File: src/rtl/uart_rx_ctrl.sv
// uart_rx_ctrl: rx line config owner with idle-gated reconfig handshake and frame FIFO; `define UART_CTRL_STATS_EN adds stat_frames/stat_drops
module uart_rx_ctrl #(
  parameter logic [2:0] DEF_BAUD = 3'b010,
  parameter logic [3:0] DEF_LEN = 4'd8,
  parameter int IDLE_TICKS = 32,
  parameter int LOAD_CYCLES = 2,
  parameter int SETTLE_CYCLES = 16,
  parameter int FIFO_AW = 3
) (
  input  logic       clk,
  input  logic       rst,
  input  logic       tick_16bd,
  input  logic       rx,
  input  logic       cfg_wr,
  input  logic [2:0] cfg_baud,
  input  logic       cfg_parity,
  input  logic       cfg_parity_type,
  input  logic       cfg_stop_bits,
  input  logic [3:0] cfg_frame_length,
  output logic       cfg_busy,
  output logic       cfg_err,
  output logic [2:0] baud,
  output logic       baud_ready,
  output logic       parity,
  output logic       parity_type,
  output logic       stop_bits,
  output logic [3:0] frame_length,
  input  logic [8:0] frame,
  input  logic       frame_valid,
  input  logic       rd_en,
  output logic [8:0] rd_data,
  output logic       rd_valid,
  output logic       ovf,
  input  logic       ovf_clr
`ifdef UART_CTRL_STATS_EN
  ,
  output logic [15:0] stat_frames,
  output logic [15:0] stat_drops
`endif
);
  localparam int IW = $clog2(IDLE_TICKS + 1);
  localparam int CW = $clog2((LOAD_CYCLES > SETTLE_CYCLES ? LOAD_CYCLES : SETTLE_CYCLES) + 1);
  localparam logic [IW-1:0] IDLE_MAX = IW'(IDLE_TICKS);
  localparam logic [CW-1:0] LOAD_LAST = CW'(LOAD_CYCLES - 1);
  localparam logic [CW-1:0] SETTLE_LAST = CW'(SETTLE_CYCLES - 1);
  typedef enum logic [1:0] {RUN, DRAIN, LOAD, SETTLE} state_t;
  state_t state;
  logic [IW-1:0] idle_cnt;
  logic [CW-1:0] cnt;
  logic [2:0] sh_baud;
  logic sh_parity, sh_parity_type, sh_stop_bits;
  logic [3:0] sh_len;
  logic fv_q, edge_fv, accept, full, do_pop, do_push, overflow, legal;
  logic [FIFO_AW:0] wp, rp;
  logic [8:0] mem [2**FIFO_AW];
  assign rd_valid = wp != rp;
  assign rd_data = mem[rp[FIFO_AW-1:0]];
  always_comb begin
    legal = cfg_frame_length >= 4'd5 && cfg_frame_length <= 4'd9;
    edge_fv = frame_valid & ~fv_q;
    accept = edge_fv & (state == RUN || state == DRAIN);
    full = wp[FIFO_AW] != rp[FIFO_AW] && wp[FIFO_AW-1:0] == rp[FIFO_AW-1:0];
    do_pop = rd_en & rd_valid;
    do_push = accept & (~full | do_pop);
    overflow = accept & full & ~do_pop;
  end
  always_ff @(posedge clk)
    if (!rst) idle_cnt <= '0;
    else if (tick_16bd) idle_cnt <= !rx ? '0 : idle_cnt == IDLE_MAX ? idle_cnt : idle_cnt + 1'b1;
  always_ff @(posedge clk) begin
    if (!rst) begin
      state <= LOAD;
      cnt <= '0;
      baud_ready <= 1'b0;
      cfg_busy <= 1'b1;
      cfg_err <= 1'b0;
      baud <= DEF_BAUD;
      parity <= 1'b0;
      parity_type <= 1'b0;
      stop_bits <= 1'b0;
      frame_length <= DEF_LEN;
      sh_baud <= DEF_BAUD;
      sh_parity <= 1'b0;
      sh_parity_type <= 1'b0;
      sh_stop_bits <= 1'b0;
      sh_len <= DEF_LEN;
    end else begin
      cfg_err <= 1'b0;
      case (state)
        RUN:
          if (cfg_wr && legal) begin
            sh_baud <= cfg_baud;
            sh_parity <= cfg_parity;
            sh_parity_type <= cfg_parity_type;
            sh_stop_bits <= cfg_stop_bits;
            sh_len <= cfg_frame_length;
            cfg_busy <= 1'b1;
            state <= DRAIN;
          end else if (cfg_wr) cfg_err <= 1'b1;
        DRAIN:
          if (idle_cnt == IDLE_MAX) begin
            baud <= sh_baud;
            parity <= sh_parity;
            parity_type <= sh_parity_type;
            stop_bits <= sh_stop_bits;
            frame_length <= sh_len;
            baud_ready <= 1'b0;
            cnt <= '0;
            state <= LOAD;
          end
        LOAD:
          if (cnt == LOAD_LAST) begin
            baud_ready <= 1'b1;
            cnt <= '0;
            state <= SETTLE;
          end else cnt <= cnt + 1'b1;
        SETTLE:
          if (cnt == SETTLE_LAST) begin
            cfg_busy <= 1'b0;
            state <= RUN;
          end else cnt <= cnt + 1'b1;
      endcase
    end
  end
  always_ff @(posedge clk)
    if (do_push) mem[wp[FIFO_AW-1:0]] <= frame;
  always_ff @(posedge clk) begin
    if (!rst) begin
      wp <= '0;
      rp <= '0;
      ovf <= 1'b0;
      fv_q <= 1'b0;
    end else begin
      fv_q <= frame_valid;
      wp <= do_push ? wp + 1'b1 : wp;
      rp <= do_pop ? rp + 1'b1 : rp;
      ovf <= overflow | (ovf & ~ovf_clr);
    end
  end
`ifdef UART_CTRL_STATS_EN
  always_ff @(posedge clk) begin
    if (!rst) begin
      stat_frames <= '0;
      stat_drops <= '0;
    end else begin
      stat_frames <= do_push && stat_frames != 16'hFFFF ? stat_frames + 1'b1 : stat_frames;
      stat_drops <= (overflow || (edge_fv && !accept)) && stat_drops != 16'hFFFF ? stat_drops + 1'b1 : stat_drops;
    end
  end
`endif
endmodule

File: config.mk
export PLATFORM = sky130hd
export DESIGN_NAME = uart_rx_ctrl
export DESIGN_NICKNAME = d
export VERILOG_FILES = /design/src/rtl/uart_rx_ctrl.sv
export SDC_FILE = /design/constraint.sdc
export NUM_CORES = 1
export LEC_CHECK = 0
export ABC_CLOCK_PERIOD_IN_PS = 3770
export BUFFER_PORTS_ARGS = -buffer_cell sky130_fd_sc_hd__buf_4
export CAP_MARGIN = 40
export CELL_PAD_IN_SITES_DETAIL_PLACEMENT = 0
export CELL_PAD_IN_SITES_GLOBAL_PLACEMENT = 1
export CORE_MARGIN = 8
export CORE_UTILIZATION = 45
export CTS_BUF_LIST = sky130_fd_sc_hd__clkbuf_4 sky130_fd_sc_hd__clkbuf_8
export CTS_CLUSTER_DIAMETER = 40
export DETAILED_ROUTE_END_ITERATION = 6
export PLACE_DENSITY = 0.82
export SLEW_MARGIN = 5
export SYNTH_ARGS = -nofsm -noshare
export SYNTH_HDL_FRONTEND = slang
export SYNTH_SLANG_ARGS = --single-unit
File: constraint.sdc
create_clock -name clk -period 3.77 [get_ports clk]
set_clock_uncertainty 0.1 [all_clocks]
set_input_delay 0.5655 -clock clk [delete_from_list [all_inputs] [get_ports clk]]
set_output_delay 0.5655 -clock clk [all_outputs]
set_load 0.05 [all_outputs]
; ---- After elaboration in Yosys (flattened, before gate mapping)
; Memory sizes are Yosys's and may differ from the RTL's. A register that Yosys moved wholly into a read port is not among the register bits.
; Index checks and enable logic that the tools add are counted.
[classes]
n_bitwise = 15
n_mux = 22
reduce_logical = 16
eq_ne = 15
addsub = 4
n_lt_le_gt_ge = 2
[ops]
columns = cell, count
row1 = 2-to-1 mux 5 bit, 3
row2 = case mux 5 bit (3 select lines), 1
row3 = 2-to-1 mux 6 bit, 2
row4 = AND reduction 3 bit, 3
row5 = adder 4 x 1 -> 4 bit (second input constant), 2
row6 = 2-to-1 mux 2 bit, 4
row7 = != test 2 bit (second input constant), 4
row8 = case mux 2 bit (4 select lines), 1
row9 = AND 1 bit, 7
row10 = 2-to-1 mux 1 bit, 7
row11 = adder 6 x 1 -> 6 bit (second input constant), 1
row12 = == test 6 bit (second input constant), 1
row13 = 2-to-1 mux 3 bit, 2
row14 = inverter 1 bit, 6
row15 = AND reduction 2 bit, 3
row16 = adder 5 x 1 -> 5 bit (second input constant), 1
row17 = == test 5 x 1 -> 1 bit (second input constant), 1
row18 = == test 5 x 4 -> 1 bit (second input constant), 1
row19 = == test 2 bit (second input constant), 2
row20 = >= comparator 4 x 3 -> 1 bit (second input constant), 1
row21 = <= comparator 4 bit (second input constant), 1
row22 = != test 2 x 1 -> 1 bit (second input constant), 2
row23 = != test 4 bit, 1
row24 = case mux 1 bit (2 select lines), 2
row25 = 11 further kinds, 15
[totals]
ram_bits = 72
register_bits = 46
out_inout_bits = 24
input_bits = 27
n_memories = 1
wordCells = 95
[memory_table]
columns = name, words, word_bits, rd, rd_ports_with_merged_regs, wr, line
row1 = mem, 8, 9, 1, 1, 1, 55  ; logic [8:0] mem [2**FIFO_AW];

; ---- Logic depth before layout (Yosys ltp)
[logic_depth]
word_depth = 7
ltp_mapped = 7
mapped_depth_nobuf = 7

; ---- Worst setup path before layout
; Ideal clock, no wire load.
[synth_timing]
path_type = register -> register
start = reg state[1]
end = mem mem[1][0] (enable)
stages_incl_launch_ff = 7
required_time_ns = 3.267
synth_period_minus_slack_ns = 2.612
t_arrival_ns = 2.110
path_buffers = 1
setup_ns = 0.403
path_slack_ns = 1.158
cell_sequence = dfxtp_1 > inv_1 > ha_1 > clkbuf_1 > o211ai_1 > a21o_1 > nor4b_1
[synth_between]
elab_chain_cells = 6
word_cells_on_any_way = 7
cone_classes = eq/ne: 1 / mux: 2 / bitwise: 2 / reduce/logical: 2
[synth_rtl]
columns = item, line
row1 = from (decl), 47  ; state_t state;
row2 = from (signal assigned), 72  ; state <= LOAD;
row3 = from (signal assigned), 98  ; state <= DRAIN;
row4 = from (signal assigned), 109  ; state <= LOAD;
row5 = == test 2 x 1 -> 1 bit or logical NOT 2 bit (tied branches), 61  ; accept = edge_fv & (state == RUN || state == DRAIN);
row6 = logical OR 1 bit (*), 61
row7 = AND 1 bit (*), 61
row8 = AND 1 bit (*), 64  ; do_push = accept & (~full | do_pop);
row9 = 2-to-1 mux 1 bit (*), 126  ; if (do_push) mem[wp[FIFO_AW-1:0]] <= frame;
row10 = 2-to-1 mux 1 bit (not written as such) (*), 126
row11 = to (decl), 55
; Every way passes the cells marked *; elsewhere a longest branch is shown, timed or not.

==> run metrics <==
PwrDens=roughly 600 nW/um^2; first-pass GRT wire length=14970 um; I/O Buffers=50; Area Overhead vs Synth=21.16%; num rows=38; Clock Tree Root=clkbuf_8; r2r endpoint=mem[7][2]; # fillers=between 800 and 900; Yosys reg bits=121; H-Tree Depth=4; Syn. warnings=0; post-route setup TNS=0 ns; hpwl dp=between 6000 and 7000 um; FFs w/ async S/R, synth=0%; Via-to-Cell Ratio=5.143; WL final=9163 um; Leak Pwr=2.327 nW; Post-Syn Nets=388; Hold EP=sh_baud[1]; commonest cells after routing, fill and taps aside=edfxtp_1, buf_4, dfxtp_1, nor2_1, nand2_1; Synth Instances=350; multi-input logic area=roughly 1700 sq um; R2R depth=5; path type of the worst min-delay path=input pin to register; Residual DRC=0; vias in the first global route=approximately 3000; critical path peak fanout=18; DRT Pass-1 Iters=4; Rel. slew slack=45.99%; hold wc startpoint=cfg_baud[1]; Routed wire per std cell=16.13 um; WHS Path Cells=3; RSZ-0062 raised after global routing=false; pin count of the biggest net entering global routing=28; fin crit period=2.756 ns; total die area=about 15000 sq um; TritonCTS Buffers=17; fin crit share=73.10%; Main synth FF type=edfxtp_1; Crit Path Category=register to output port; register area share after synthesis=63.80%; setup violators final=0; CTS resizes=0; Post-DRT Antenna Nets=0; EDFF count, synth=between 70 and 80; layout cell share with drive strength beyond 1=a little under a third; initial antenna violation count=0; Worst Max-Slew Pin Slew=0.8052 ns; commonest non-fill, non-tap cell in the layout=edfxtp_1; Post-Syn Area=between 4000 and 5000 sq um; CTS Buffer Depth=2; Final nets=453; core area=10750 sq um; Ant. Diodes=0; Boundary Pins=51; CP required=3.10 ns; CTS Sinks=121; hold slack=0.2491 ns; Setup crit end kind=output port; Chip Width=between 100 and 150 um; status=finished clean; Overall Global Routing Usage=13.32%; Worst VDD drop=about 0.00045 V; total setup buffers inserted after CTS=0; Syn Area/Cell=14.07 sq um; vias=just under 3000; CTS tree=built; clock slew at reported path FFs=0.08 ns; starting density of the core=45.84%; max_cap viols=0; Worst Path Arrival=2.09 ns; Worst setup SP type=register; worst skew pair latency=0.42 ns; Final Hold Fails=0; gr ovfl total=0; die span in y=roughly 120 um; hold buffer count at cts=0; Sequential Area=3143 sq um; Reg2Reg Launch Point=wp[0]; Final Slew Violations=0; Yosys cell types=48; fmax=between 300 and 400 MHz; Routability Congestion=0.7595; DRT iter0 DRCs=265; FF-to-FF setup slack=around 1.3 ns
## flip-flops by register name, summed over array words and instances, names as in the netlist, 2 cells and up, named ones only
name	cells
baud	3
cnt	5
frame_length	4
idle_cnt	6
mem	72
rp	4
sh_baud	3
sh_len	4
state	2
wp	4
## area by class of cell
type                    count  share of cell area (%)
flip-flops and latches    121                   52.66
repair buffers             60                   7.673
clock inverters            14                   3.501
inverters                  17                   1.069
well taps                 140                   2.935
clock buffers              18                   4.046
multi-input cells         198                   28.11
## report_power, final
part / internal (mW) / switching (mW) / total (mW) / leakage [nW]
clock network: 0.747 / 0.548 / 1.30 / 0.225
logic: 0.292 / 0.420 / 0.712 / 1.06
registers: 1.46 / 0.0458 / 1.50 / 1.04
## Yosys cell counts, types with 2 or more instances
library cell  number  share of area (%)
edfxtp_1          72                 44
dfxtp_1           49                 20
nor2_1            33                2.5
nand2_1           21                1.6
mux2i_1           19                3.9
mux4_2            18                8.2
inv_1             16                1.2
ha_1              11                2.8
xor2_1            10                1.8
mux2_2             9                2.1
a21oi_1            7               0.71
nor3_1             7               0.71
buf_2              6               0.61
clkbuf_1           6               0.46
nand3_1            6               0.61
o21ai_0            5               0.51
xnor2_1            5               0.89
and3_1             4               0.51
o21a_1             4               0.61
a21o_1             3               0.46
and2_1             3               0.38
nand4_1            3               0.38
nor3b_1            3               0.46
a21boi_0           2               0.30
buf_1              2               0.15
nor4b_1            2               0.36
o211ai_1           2               0.30
or4_1              2               0.30
## worst max-delay path, stage by stage, from the launching register on
cell,delay [ns]
dfxtp_1,0.31
buf_4,0.32
mux4_2,0.57
mux2_2,0.27
buf_4,0.19
## how the worst max path moves through the flow
stage | endpoint | from | depth (start not counted) | slack [ns]
after floorplan | mem[1][0] | state[1] | 6 | 1.16
after global placement | mem[2][6] | state[0] | 5 | 1.24
after detailed placement | mem[7][2] | wp[1] | 5 | 1.24
after CTS | rd_data[1] | register | 4 | 0.96
after global routing | rd_data[5] | register | 4 | 0.91
final | rd_data[0] | register | 4 | 1.01
## layer usage
metal	wire, um	GRT usage (%)
met1	4000	15.67
met2	4461	21.43
met3	579	5.268
met4	121	5.386
met5	0	0
## kinds of logic after synthesis
logic type,count (synthesis),share of synthesized area (%)
fa+ha+maj,11,2.794
compound gates,34,5.029
xor+xnor,15,2.667
simple gates,92,9.043
mux,46,14.15
buf+inv,31,2.515
flops,121,63.80
## per-stage QoR
stage               std cells  worst slack (ns)  total power [mW]  area, sq um  util, %
CTS                       568            0.9568             3.551         5968    55.54
finish                    568             1.014             3.510         5968    55.54
floorplan                 350             1.158             2.065         4926        -
detailed placement        536             1.243             2.247         5518    51.35
global route              568            0.9064             3.669         5968    55.54
global placement          533             1.238             2.236         5488    51.07
(Power assumes the default switching activity.)
